### src/rtl/dma_pkg.sv
// Shared types and constants for the DMA descriptor scheduler: FSM state
// encoding, direction constants, bus widths and the descriptor record.
package dma_pkg;

  localparam int ADDR_W = 32;
  localparam int LEN_W  = 32;

  localparam logic MODE_CPU_TO_MEM = 1'b1;
  localparam logic MODE_MEM_TO_CPU = 1'b0;

  localparam logic [1:0] ST_IDLE  = 2'd0;
  localparam logic [1:0] ST_ISSUE = 2'd1;
  localparam logic [1:0] ST_XFER  = 2'd2;
  localparam logic [1:0] ST_DONE  = 2'd3;

  typedef struct packed {
    logic [ADDR_W-1:0] addr;
    logic [LEN_W-1:0]  len;
    logic              mode;
  } desc_t;

endpackage

### src/rtl/dma_rr_arb2.sv
// Combinational two-way round-robin grant: a lone requester wins, and on a
// tie the channel that did not go last wins.
module dma_rr_arb2 (
  input  logic [1:0] valid,
  input  logic       last_ch,
  output logic       grant,
  output logic       grant_any
);

  always_comb begin
    grant_any = |valid;
    case (valid)
      2'b01:   grant = 1'b0;
      2'b10:   grant = 1'b1;
      2'b11:   grant = ~last_ch;
      default: grant = 1'b0;
    endcase
  end

endmodule

### src/rtl/dma_channel_sched.sv
// Two-channel descriptor scheduler for the DMA engine.
// Optional idle-beat watchdog enabled by defining DMA_SCHED_TIMEOUT_EN.
module dma_channel_sched
  import dma_pkg::*;
#(
  parameter int unsigned TIMEOUT = 1024
) (
  input  logic              clk,
  input  logic              resetn,
  input  logic              req0_valid,
  output logic              req0_enable,
  input  logic [ADDR_W-1:0] req0_addr,
  input  logic [LEN_W-1:0]  req0_len,
  input  logic              req0_mode,
  input  logic              req1_valid,
  output logic              req1_enable,
  input  logic [ADDR_W-1:0] req1_addr,
  input  logic [LEN_W-1:0]  req1_len,
  input  logic              req1_mode,
  output logic              dma_addr_valid,
  input  logic              dma_addr_enable,
  output logic [ADDR_W-1:0] dma_addr,
  output logic [LEN_W-1:0]  dma_len,
  output logic              dma_mode,
  input  logic              beat_fire,
  output logic              done0,
  output logic              done1,
  output logic              err,
  output logic              busy,
  output logic              active_ch
);

  logic [1:0]       state;
  desc_t            desc;
  desc_t            sel;
  logic             act;
  logic             last_ch;
  logic [LEN_W-1:0] cnt;
  logic             grant;
  logic             grant_any;
  logic             take;
  logic             abort;

  dma_rr_arb2 u_arb (
    .valid    ({req1_valid, req0_valid}),
    .last_ch  (last_ch),
    .grant    (grant),
    .grant_any(grant_any)
  );

  // Enables are held low while resetn is asserted so reset values hold
  // even if a requester is already presenting.
  assign take        = resetn && (state == ST_IDLE) && grant_any;
  assign req0_enable = take && !grant;
  assign req1_enable = take && grant;

  always_comb begin
    sel.addr = grant ? req1_addr : req0_addr;
    sel.len  = grant ? req1_len  : req0_len;
    sel.mode = grant ? req1_mode : req0_mode;
  end

`ifdef DMA_SCHED_TIMEOUT_EN
  logic [LEN_W-1:0] idle_cnt;
  assign err = (state == ST_DONE) && abort;
`else
  assign abort = 1'b0;
  assign err   = 1'b0;
`endif

  always_ff @(posedge clk) begin
    if (!resetn) begin
      state   <= ST_IDLE;
      desc    <= '0;
      act     <= 1'b0;
      last_ch <= 1'b1;
      cnt     <= '0;
`ifdef DMA_SCHED_TIMEOUT_EN
      idle_cnt <= '0;
      abort    <= 1'b0;
`endif
    end else begin
      case (state)
        ST_IDLE: begin
          if (take) begin
            desc  <= sel;
            act   <= grant;
            state <= (sel.len == '0) ? ST_DONE : ST_ISSUE;
          end
        end
        ST_ISSUE: begin
          if (dma_addr_enable) begin
            cnt   <= '0;
            state <= ST_XFER;
`ifdef DMA_SCHED_TIMEOUT_EN
            idle_cnt <= '0;
`endif
          end
        end
        ST_XFER: begin
          if (beat_fire) begin
            cnt <= cnt + 1'b1;
            if (cnt == desc.len - 1'b1) state <= ST_DONE;
          end
`ifdef DMA_SCHED_TIMEOUT_EN
          if (beat_fire) begin
            idle_cnt <= '0;
          end else if (idle_cnt == LEN_W'(TIMEOUT - 1)) begin
            state <= ST_DONE;
            abort <= 1'b1;
          end else begin
            idle_cnt <= idle_cnt + 1'b1;
          end
`endif
        end
        default: begin
          last_ch <= act;
          state   <= ST_IDLE;
`ifdef DMA_SCHED_TIMEOUT_EN
          abort <= 1'b0;
`endif
        end
      endcase
    end
  end

  assign dma_addr_valid = (state == ST_ISSUE);
  assign dma_addr       = desc.addr;
  assign dma_len        = desc.len;
  assign dma_mode       = desc.mode;
  assign busy           = (state != ST_IDLE);
  assign active_ch      = act;
  assign done0          = (state == ST_DONE) && !act && !abort;
  assign done1          = (state == ST_DONE) && act && !abort;

endmodule

### config.mk
export PLATFORM = sky130hd
export DESIGN_NAME = dma_channel_sched
export DESIGN_NICKNAME = d
export VERILOG_FILES = /design/src/rtl/dma_pkg.sv /design/src/rtl/dma_rr_arb2.sv /design/src/rtl/dma_channel_sched.sv
export SDC_FILE = /design/constraint.sdc
export NUM_CORES = 1
export LEC_CHECK = 0
export BUFFER_PORTS_ARGS = -buffer_cell sky130_fd_sc_hd__buf_2
export CAP_MARGIN = 10
export CORE_MARGIN = 2
export CORE_UTILIZATION = 51
export DETAILED_ROUTE_END_ITERATION = 7
export GPL_TIMING_DRIVEN = 0
export PLACE_DENSITY = 0.81
export RECOVER_POWER = 25
export SETUP_SLACK_MARGIN = 0.3
export SYNTH_ARGS = -nofsm -noshare
export SYNTH_HDL_FRONTEND = slang
export SYNTH_HIERARCHICAL = 1
export SYNTH_SLANG_ARGS = --single-unit
### constraint.sdc
create_clock -name clk -period 3.95 [get_ports clk]
set_input_delay 0.79 -clock clk [delete_from_list [all_inputs] [get_ports clk]]
set_output_delay 0.79 -clock clk [all_outputs]
set_load 0.03 [all_outputs]
# [Word-level counts from Yosys, hierarchy flattened]
# Index checks and enable logic that the tools add are counted.
[word_totals] inputBits=136 wordCells=50 output_inout_bits=73 regBits=101
[classes] n_addsub=2 n_eq_ne=10 muxes=13 bitwise=1 reduce_logical=17
[ops] operator="$mux W32" n=4
[ops] operator="$pmux W32 S2" n=1
[ops] operator="$add A32 B1 Y32 const B" n=1
[ops] operator="$eq A32 B32 Y1" n=1
[ops] operator="$logic_not A32 Y1" n=1
[ops] operator="$sub A32 B1 Y32 const B" n=1
[ops] operator="$mux W2" n=5
[ops] operator="$eq A2 B2 Y1 const B" n=4
[ops] operator="$logic_and A1 B1 Y1" n=6
[ops] operator="$ne A2 B2 Y1 const B" n=3
[ops] operator="$pmux W2 S3" n=1
[ops] operator="$reduce_and A4 Y1" n=1
[ops] operator="$reduce_bool A2 Y1" n=2
[ops] operator="$reduce_and A3 Y1" n=1
[ops] operator="$reduce_or A3 Y1" n=1
[ops] operator="$eq A2 B1 Y1 const B" n=1
[ops] operator="$logic_not A1 Y1" n=2
[ops] operator="$logic_not A2 Y1" n=1
[ops] operator="$ne A2 B1 Y1 const B" n=1
[ops] operator="$pmux W1 S2" n=1
[ops] operator="$reduce_and A2 Y1" n=1
[ops] operator="$reduce_or A2 Y1" n=1
[ops] operator="$mux W1" n=1
[ops] operator="$not A1 Y1" n=1

# [Depth between registers and ports, before layout]
[depth] depth_word=7 depth_mapped=12

# [Modules after synthesis]
# Netlist, hierarchy kept.
[by_module_without_submodules] module="dma_channel_sched" seq_area_each_um2=2021.9 cells_per_inst=686 area_each_um2=5913.2 n_inst=1
[by_module_without_submodules] module="dma_rr_arb2" seq_area_each_um2=0.0 cells_per_inst=2 area_each_um2=13.8 n_inst=1

# [Worst setup path before layout]
# No wires, ideal clock.
[synth_timing] path_kind="input port to output port" startpoint="input req1_valid" endpoint="output req1_enable" path_buffers=3 arrival_ns=2.430 stages=5 setup_slack_ns=0.730 path_cell_list="a21boi_1 clkbuf_1 buf_1 buf_1 and3_1"
[synth_between] elab_chain_cells=3 elab_cells_between_ends=6 cone_classes="2 x eq/ne; 1 x mux; 3 x reduce/logical"
[synth_rtl] item="from (decl)" line="dma_channel_sched.sv:15" source="input logic req1_valid,"
[synth_rtl] item="$eq A2 B2 Y1 / $reduce_or A2 Y1 (equally long branches)" line="dma_rr_arb2.sv:12, dma_rr_arb2.sv:11"
[synth_rtl] item="$pmux W1 S2 / $logic_and A1 B1 Y1 (equally long branches)" line="dma_rr_arb2.sv:12, dma_channel_sched.sv:53"
[synth_rtl] item="$logic_and A1 B1 Y1 (*)" line="dma_channel_sched.sv:55" source="assign req1_enable = take && grant;"
[synth_rtl] item="to (decl)" line="dma_channel_sched.sv:16" source="output logic req1_enable,"
# Every way passes the cells marked *; elsewhere a longest branch is shown, timed or not.

# [Final worst setup path]
[layout_timing] startpoint="register desc, in the netlist dma_len[0]" endpoint="register state[0]"
[layout_between] elab_chain_cells=4
[layout_rtl] item="from (decl)" line="dma_channel_sched.sv:34" source="desc_t desc;"
[layout_rtl] item="from (signal assigned)" line="dma_channel_sched.sv:86" source="desc <= sel;"
[layout_rtl] item="$sub A32 B1 Y32" line="dma_channel_sched.sv:103" source="if (cnt == desc.len - 1'b1) state <= ST_DONE;"
[layout_rtl] item="$eq A32 B32 Y1" line="dma_channel_sched.sv:103"
[layout_rtl] item="$ne A2 B2 Y1 (no line)"
[layout_rtl] item="$reduce_and A4 Y1 (no line)"
[layout_rtl] item="to (signal assigned)" line="dma_channel_sched.sv:88" source="state <= (sel.len == '0) ? ST_DONE : ST_ISSUE;"
[layout_rtl] item="to (decl)" line="dma_channel_sched.sv:33" source="logic [1:0] state;"
# No other way between the ends.
# A chain may end at the register's enable or synchronous reset.

==> metrics.cfg <==
[setup_path]
worst_ep_required_time_ns=4.19
critPathCaptureType=flip-flop
crit_type=flip-flop to flip-flop
start_kind=flip-flop
crit_path_max_fanout=6
arrival_ns=3.64
reg2reg_setup_slack_ns=0.55

[clocking]
clock_path_buffers=2
numCtsBuffers=9
holdBufCountCts=0
path_clk_slew_ns=0.08
clock_latency_ns=0.36
cts_root_buf=clkbuf_16
cts_tree=yes
htreeDepth=3
post_cts_buffers=0
cts.sinks=101

[global_routing]
grt_usage_pct=27.09
grt_pass1_wl_um=27460
antenna_found_initial=2
first_global_vias=5660
overflow=0
grt_start_max_net_pins=18

[pwr]
switchingPower_mw=2.161
p_sw_share_pct=45.74
p_seq_share_pct=32.7
leakage_nw=3.638
clockPowerShare_pct=19.6
pwr-share-comb_pct=47.7
max-vdd-ir-drop_mv=0.4246
power_density_nw_per_um2=637.4
p_int_mw=2.564

[placement]
placedCellCount=1038
place.gp.congestion=0.9249
hpwlAfterDp_um=13490
port_buffers=207

[logic_synthesis]
synth_cell_types=54
syn_inst=688
synth-edff-count=0
synth_seq_area_share_pct=34.11
mappedNetlistArea_um2=5927
synth_fp_nets=831
yosysWarnings=6
ys.flop_type=dfxtp_1
synth-seq-cells=101
avgSynthCellArea_um2=8.615
async_flop_share_pct=0

[layout]
area_growth_pct=25.08
drive_gt1_share_pct=21.41
layout_common_cells=buf_2, nand2_1, dfxtp_1, clkbuf_1, mux2i_1
layout_commonest_cell=buf_2
fin_cells=1055
fin_nets=1049

[die]
ioPinCount=209
fp.dieW_um=111.8
die_area_um2=12500
start_util_pct=52.13
row_count=39
core-area_um2=11370
dieHeight_um=111.8

[timing]
rsz0062_at_grt=false
tightest_slew_ns=0.7290
fin_setup_tns_ns=0
final.min_clock_period_ns=3.401
skew_ns=0.01211
finalHoldViolCount=0
fmaxAchievable_mhz=294.1
drv_slew=0
slew_headroom_pct=50.95
setup_violations=0
fin_crit_sh_pct=86.09

[drt]
post_drt_via_cell_ratio=5.675
ant_nets=0
wirelength_um=17180
firstDrtPassIters=5
drt-initial-drc-count=282
wl_per_cell_um=16.28
drcViolationCount=0
num_vias=5987

[flow_run]
drv_cap=0

[min_path]
hold_class=flip-flop to flip-flop

[status]
status=finished, final reports clean

-- metrics by stage --
stage / util (%) / power [mW] / worst slack, ns / cell area (µm²) / hold WS (ns)
after global routing: 65.20 / 5.002 / 0.3732 / 7413 / 0.5184
after CTS: 65.54 / 4.757 / 0.3093 / 7452 / 0.4818
final: 65.20 / 4.725 / 0.5494 / 7413 / 0.4861
after global placement: 62.82 / 3.803 / 0.1591 / 7142 / 0.4564
after floorplan: - / 3.140 / 0.7302 / 5927 / 0.4376
after detailed placement: 62.82 / 3.830 / 0.1300 / 7142 / 0.4649
-- power groups by stage --
stage	Clock [mW]	Combinational [mW]	Sequential, mW
floorplan	0	1.22	1.92
global placement	0	2.25	1.55
detailed placement	0	2.27	1.55
CTS	0.937	2.28	1.54
global route	0.972	2.45	1.58
finish	0.924	2.26	1.55
-- area by class of cell --
class	count	area (µm²)
plain buffers	42	173.9
multi-input cells	535	3705
diodes	1	2.502
clock inverters	5	66.31
inverters	10	37.54
repair buffers	207	984.7
fillers	1005	3956
flip-flops and latches	101	2022
clock buffers	11	242.7
well taps	143	178.9
-- Yosys cell counts (2+ instances only) --
master    instances  area [µm²]
xnor2_1          26       227.7
dfxtp_1         101        2022
nor3_1           12       60.06
o31ai_1           4       30.03
and4b_1           2       20.02
and4_1            3       26.28
mux2i_1          69       690.7
ha_1              7       87.58
o211a_1          65       650.6
xor2_1           34       297.8
or2_2             2       12.51
or4_1             5       37.54
or4_4             2       22.52
and2_1            4       25.02
a21oi_1          16       80.08
nor3b_1           2       15.01
inv_1            10       37.54
a31oi_1           5       31.28
or3_1            14       87.58
nor2b_1           9       56.30
and3_1            8       50.05
nor4b_1           2       17.52
buf_1             8       30.03
nand4_1          14       87.58
nand2_1         103       386.6
nand2b_1          3       18.77
nor2_1           49       183.9
nor4_1           25       156.4
or4b_1            2       20.02
clkbuf_1         32       120.1
o21ai_0          15       75.07
o221a_2           2       22.52
nand3_1          12       60.06
-- final timing paths --
path,from,end,cells after the start
max,dma_len[0],state[0],11
min,last_ch,last_ch,2
max reg2reg,dma_len[0],state[0],11
min reg2reg,last_ch,last_ch,2
-- per-layer routing --
| metal | track usage [%] | part of all wire (%) | vias to the layer above |
|---|---|---|---|
| li1 | - | - | 2930 |
| met1 | 32.43 | 42 | 2827 |
| met2 | 46.26 | 49 | 196 |
| met3 | 8.764 | 6.5 | 32 |
| met4 | 8.477 | 2.1 | 2 |
| met5 | 0 | 0.041 | - |
-- registers in the layout, indices dropped and copies added, names as in the netlist --
register   cells
dma_mode       1
dma_addr      32
cnt           32
active_ch      1
last_ch        1
dma_len       32
state          2
-- cells by family after synthesis --
kind of cell / Yosys count / synth area share (%)
other: 1 / 0.06327
XOR/XNOR: 60 / 8.866
AO/OA/AOI/OAI: 121 / 16.95
multiplexers: 69 / 11.65
adder cells (fa/ha/maj): 7 / 1.478
flip-flops: 101 / 34.11
buffers and inverters: 52 / 3.483
AND/OR/NAND/NOR: 277 / 23.39
-- critical path, stage by stage, from the launching register on --
cell,delay (ns)
dfxtp_1,0.39
inv_1,0.09
ha_1,0.20
or4b_1,0.43
clkbuf_1,0.18
or4_4,0.47
o31a_1,0.25
a2111oi_1,0.39
o311ai_1,0.16
nor4_1,0.35
a21oi_1,0.21
mux2i_1,0.15
-- what timing repair did --
action / 4_1_cts / 5_1_grt
setup endpoints to repair: 2 / 4
endpoints found under the hold margin: 0 / 0
resized for setup: 1 / 6
Note: power is estimated with default switching activity, not from simulation.
